[src/rtl/arb_rr.sv]
// Round-robin arbiter with registered one-hot grant and a hold limit that
// forces rotation away from a long-running holder when others are waiting.
module arb_rr #(
  parameter int N        = 4,
  parameter int MAX_HOLD = 8,
  parameter int IDW      = $clog2(N)
) (
  input  logic           clk,
  input  logic           reset,
  input  logic [N-1:0]   req,
  output logic [N-1:0]   grant,
  output logic [IDW-1:0] grant_id,
  output logic           grant_valid
);

  localparam logic [7:0] MAX_HOLD_L = 8'(MAX_HOLD);

  logic [N-1:0]   grant_q, grant_d;
  logic [IDW-1:0] grant_id_q, grant_id_d;
  logic           grant_valid_q, grant_valid_d;
  logic [IDW-1:0] ptr_q, ptr_d;
  logic [7:0]     hold_cnt_q, hold_cnt_d;

  logic [N-1:0]   others;
  logic           keep;
  logic           found;
  logic [IDW-1:0] pick;
  int             idx;

  always_comb begin
    grant_d       = grant_q;
    grant_id_d    = grant_id_q;
    grant_valid_d = grant_valid_q;
    ptr_d         = ptr_q;
    hold_cnt_d    = hold_cnt_q;
    found         = 1'b0;
    pick          = '0;
    idx           = 0;

    // grant_q is one-hot on the holder, so masking it leaves the waiters.
    others = req & ~grant_q;
    keep   = grant_valid_q && (|(req & grant_q)) &&
             ((MAX_HOLD == 0) || (hold_cnt_q < MAX_HOLD_L) || (others == '0));

    // ptr holds the current holder, so scanning from ptr+1 naturally
    // visits a preempted holder last.
    for (int k = 1; k <= N; k++) begin
      idx = (int'(ptr_q) + k) % N;
      if (!found && req[idx[IDW-1:0]]) begin
        found = 1'b1;
        pick  = idx[IDW-1:0];
      end
    end

    if (keep) begin
      if (hold_cnt_q != 8'hFF) hold_cnt_d = hold_cnt_q + 8'd1;
    end else if (found) begin
      grant_d       = N'(1) << pick;
      grant_id_d    = pick;
      grant_valid_d = 1'b1;
      ptr_d         = pick;
      hold_cnt_d    = 8'd1;
    end else begin
      grant_d       = '0;
      grant_id_d    = '0;
      grant_valid_d = 1'b0;
      hold_cnt_d    = 8'd0;
    end
  end

  always_ff @(posedge clk) begin
    if (reset) begin
      grant_q       <= '0;
      grant_id_q    <= '0;
      grant_valid_q <= 1'b0;
      ptr_q         <= IDW'(N - 1);
      hold_cnt_q    <= 8'd0;
    end else begin
      grant_q       <= grant_d;
      grant_id_q    <= grant_id_d;
      grant_valid_q <= grant_valid_d;
      ptr_q         <= ptr_d;
      hold_cnt_q    <= hold_cnt_d;
    end
  end

  assign grant       = grant_q;
  assign grant_id    = grant_id_q;
  assign grant_valid = grant_valid_q;

endmodule
[config.mk]
export PLATFORM = sky130hd
export DESIGN_NAME = arb_rr
export DESIGN_NICKNAME = d
export VERILOG_FILES = /design/src/rtl/arb_rr.sv
export SDC_FILE = /design/constraint.sdc
export NUM_CORES = 1
export LEC_CHECK = 0
export ABC_AREA = 1
export CAP_MARGIN = 5
export CELL_PAD_IN_SITES_DETAIL_PLACEMENT = 1
export CELL_PAD_IN_SITES_GLOBAL_PLACEMENT = 1
export CORE_UTILIZATION = 42
export DETAILED_ROUTE_END_ITERATION = 6
export HOLD_SLACK_MARGIN = 0.05
export PLACE_DENSITY_LB_ADDON = 0.3
export SYNTH_ARGS = -nofsm -noshare
export SYNTH_HDL_FRONTEND = slang
export SYNTH_SLANG_ARGS = --single-unit
[constraint.sdc]
create_clock -name clk -period 2.3 [get_ports clk]
set_input_delay 0.23 -clock clk [delete_from_list [all_inputs] [get_ports clk]]
set_output_delay 0.23 -clock clk [all_outputs]
set_load 0.01 [all_outputs]
==> run summary <==
### Outcome
• **run status** finished clean

### Detailed routing
• **DR DRC count** 0
• **total number of vias** 1054
• **drt initial violations** 14
• **drt via density** 5.07
• **wirelength, routed** 2.78 mm
• **residual antenna-violating net count after detailed routing** 0
• **routed len/inst** 13.4 um
• **first-pass iteration count of the detailed router** 2

### Floorplan
• **die extent in x** 54.5 um
• **initial cell density of the core** 0.454
• **number of cell rows** 18
• **Die Outline Area** 2970 sq um
• **chip height** 54.5 um
• **Top Ports** 13
• **core region area** 2540 sq um

### Cells and area
• **diode count** 0
• **layout cells sized above 1** 0.258
• **fill count** 340
• **register cell area after layout** 340 sq um
• **area overhead of the layout relative to synthesis** 14.0%
• **area occupied by multi-input gates** 697 sq um
• **layout net count** 186

### Power and ir drop
• **share of total power in sequential cells** 0.287
• **LEAKAGE** 0.610 nW
• **fraction of power spent switching nets** 0.506
• **worst vdd rail ir drop** 0.772 mV
• **sum of internal, switching and leakage power** 0.00167 W
• **Power per Cell Area** 1270 nW/um^2
• **logic gate share of total power** 0.619
• **clock share of power** 0.094
• **net switching power of the design** 0.000846 W
• **internal cell power** 0.000826 W

### Clocking
• **CTS sink cnt** 17
• **H-tree depth** 1
• **post-CTS repair timing setup buffer count** 0
• **clock tree buffer depth** 2
• **register clock-pin slew on the reported worst setup and hold paths** 0.10 ns
• **insertion delay of the later-clocked pin in the worst-skew pair** 0.29 ns
• **clock buffer count from CTS** 3
• **hold bufs inserted after CTS** 0
• **count of instances resized after the clock tree is built** 0
• **TritonCTS clock tree** built
• **root cell of the clock tree** clkbuf_4

### Critical path
• **endpoint arrival time on the critical path** 1.99 ns
• **sequence of cells on the critical path** inv_8, nand2_2, nand2_2, nand2_2, inv_1, a31oi_2, nand2_1, nor2_2, nand2_1, nand2_1
• **flop-to-flop setup slack** 0.56 ns
• **buffers and inverters on the worst path** 2
• **critical path class** reg2reg
• **family with the most delay on the worst path** flip-flops
• **slowest stage delay, CP** 0.68 ns
• **category of the worst setup path capture point** flip-flop
• **category of the worst setup path launch point** flip-flop
• **maximum fanout along the worst path** 10
• **Slowest cell on crit path** dfxtp_1
• **worst endpoint required time** 2.54 ns

### Logic synthesis
• **most common flop cell mapped by yosys** dfxtp_1
• **Post-Syn Area per Cell** 7.05 sq um
• **dominant cells by area after synthesis** dfxtp_1 29%, nand2_1 15%, nand2_2 9.2%
• **proportion of synthesized chip area in sequential cells** 0.294
• **top post-synthesis cells by count** 46 x nand2_1, 17 x dfxtp_1, 17 x inv_1, 17 x nand2_2, 11 x nand3_1
• **synthesized flop and latch total** 17
• **synthesized cell area** 1160 sq um
• **library cell with the highest instance count after synthesis** nand2_1
• **Yosys warnings** 0
• **top-area cell type share of the netlist area** 0.294
• **fraction of synthesis flops using an asynchronous set or reset pin** 0
• **total nets after synthesis** 171
• **Cells after Synth** 164
• **number of enable-type register cells in the synthesized netlist** 0
• **largest area contributor in the synthesized netlist** dfxtp_1
• **number of library cell types mapped by synthesis** 29

### Timing
• **Rel. slew slack** 0.626
• **sum of negative setup slack** 0 ns
• **RSZ-0062 raised after global routing** no
• **Final Hold Viols** 0
• **slew at the pin closest to its max-slew limit** 0.560 ns
• **# setup viols final** 0
• **share of the cycle needed by the critical path after routing** 0.759
• **final setup margin** 0.555 ns
• **number of pins exceeding their max-slew limit in the final report** 0
• **final hold slack** 0.479 ns
• **final setup skew** 0.00805 ns
• **highest achievable clock rate** 0.573 GHz
• **post-layout min period** 1.74 ns

### Worst hold path
• **Worst Hold Class** reg2reg

### Place
• **placer congestion estimate** 0.865
• **total half-perimeter wirelength after legalization and detailed placement** 2.25 mm
• **pre-CTS setup slack** 0.436 ns
• **Port Buffers** 12

### Global route
• **combined global-route utilization of all metal layers** 0.213
• **wire length of the first global-routing pass** 4.51 mm
• **maximum number of pins on one net before global-route repair** 11
• **grt ovf** 0
• **number of antenna violations at the first check in global routing** 0
• **number of global-route vias before repair** 1020

### Job
• **maxcap violations** 0

==> power by group through the flow <==
stage               sequential (W)  clock (W)  combinational [W]
global route              0.000490   0.000177            0.00115
detailed placement        0.000484          0            0.00104
finish                    0.000480   0.000157            0.00104
floorplan                 0.000442          0           0.000841
global placement          0.000476          0            0.00101
CTS                       0.000478   0.000165            0.00105
==> stage by stage <==
stage	cells	utilization	area, sq um
final	208	0.518	1320
after global routing	208	0.518	1320
after detailed placement	204	0.507	1290
after CTS	208	0.518	1320
after floorplan	164	-	1160
after global placement	204	0.507	1290
==> final cells by class <==
class / count / area share
inverters: 23 / 0.0731
repair buffers: 12 / 0.0912
well taps: 30 / 0.0285
flip-flops and latches: 17 / 0.258
multi-input cells: 122 / 0.529
clock buffers: 4 / 0.0199
==> registers in the layout, summed over array words and instances, names as in the netlist <==
signal,cells
grant,4
ptr_q,2
grant_valid,1
hold_cnt_q,8
grant_id,2
==> cell families after synthesis <==
logic type | after synthesis | share of synthesized area
AOI/OAI and AO/OA | 18 | 0.0942
xor gates and xnor gates | 1 | 0.00758
adders and majority gates | 1 | 0.0108
buffers and inverters | 25 | 0.103
DFF | 17 | 0.294
and+or+nand+nor | 102 | 0.490
==> path summary, 6_finish.rpt <==
path | start | to | cells after the start
hold / removal | grant_id[1] | grant_id[1] | 2
setup reg to reg | ptr_q[0] | grant[1] | 10
setup / recovery | ptr_q[0] | grant[1] | 10
hold reg to reg | grant_id[1] | grant_id[1] | 2
==> layout by cell type, fill, tap and decap left out, types with 2 or more instances in the layout <==
cell             Yosys  layout
clkdlybuf4s50_1      0      12
dfxtp_1             17      17
nor2_1               6       6
nor2_2               5       5
a21oi_1              4       4
nand3_1             11      11
nand3_4              2       2
nand2_2             17      17
inv_1               17      17
o21ai_0              6       6
inv_2                4       4
o21ai_1              4       4
nor3_1               2       2
nand2_4              4       4
nand2_1             46      46
nand3_2              4       4
clkbuf_4             0       3
==> worst reg2reg max path, delay by kind of cell, from the launching register on <==
family | cells | cell delay (ns)
AO/OA/AOI/OAI | 1 | 0.21
flip-flops | 1 | 0.68
buffers and inverters | 2 | 0.15
AND/OR/NAND/NOR | 7 | 0.66
==> per-layer routing <==
layer / GRT usage / vias up / share of wire
li1: - / 552 / -
met1: 0.309 / 487 / 0.55
met2: 0.323 / 15 / 0.42
met3: 0.0500 / 0 / 0.028
met4: 0.0256 / 0 / 0
met5: 0 / - / 0
(Power assumes the default switching activity.)
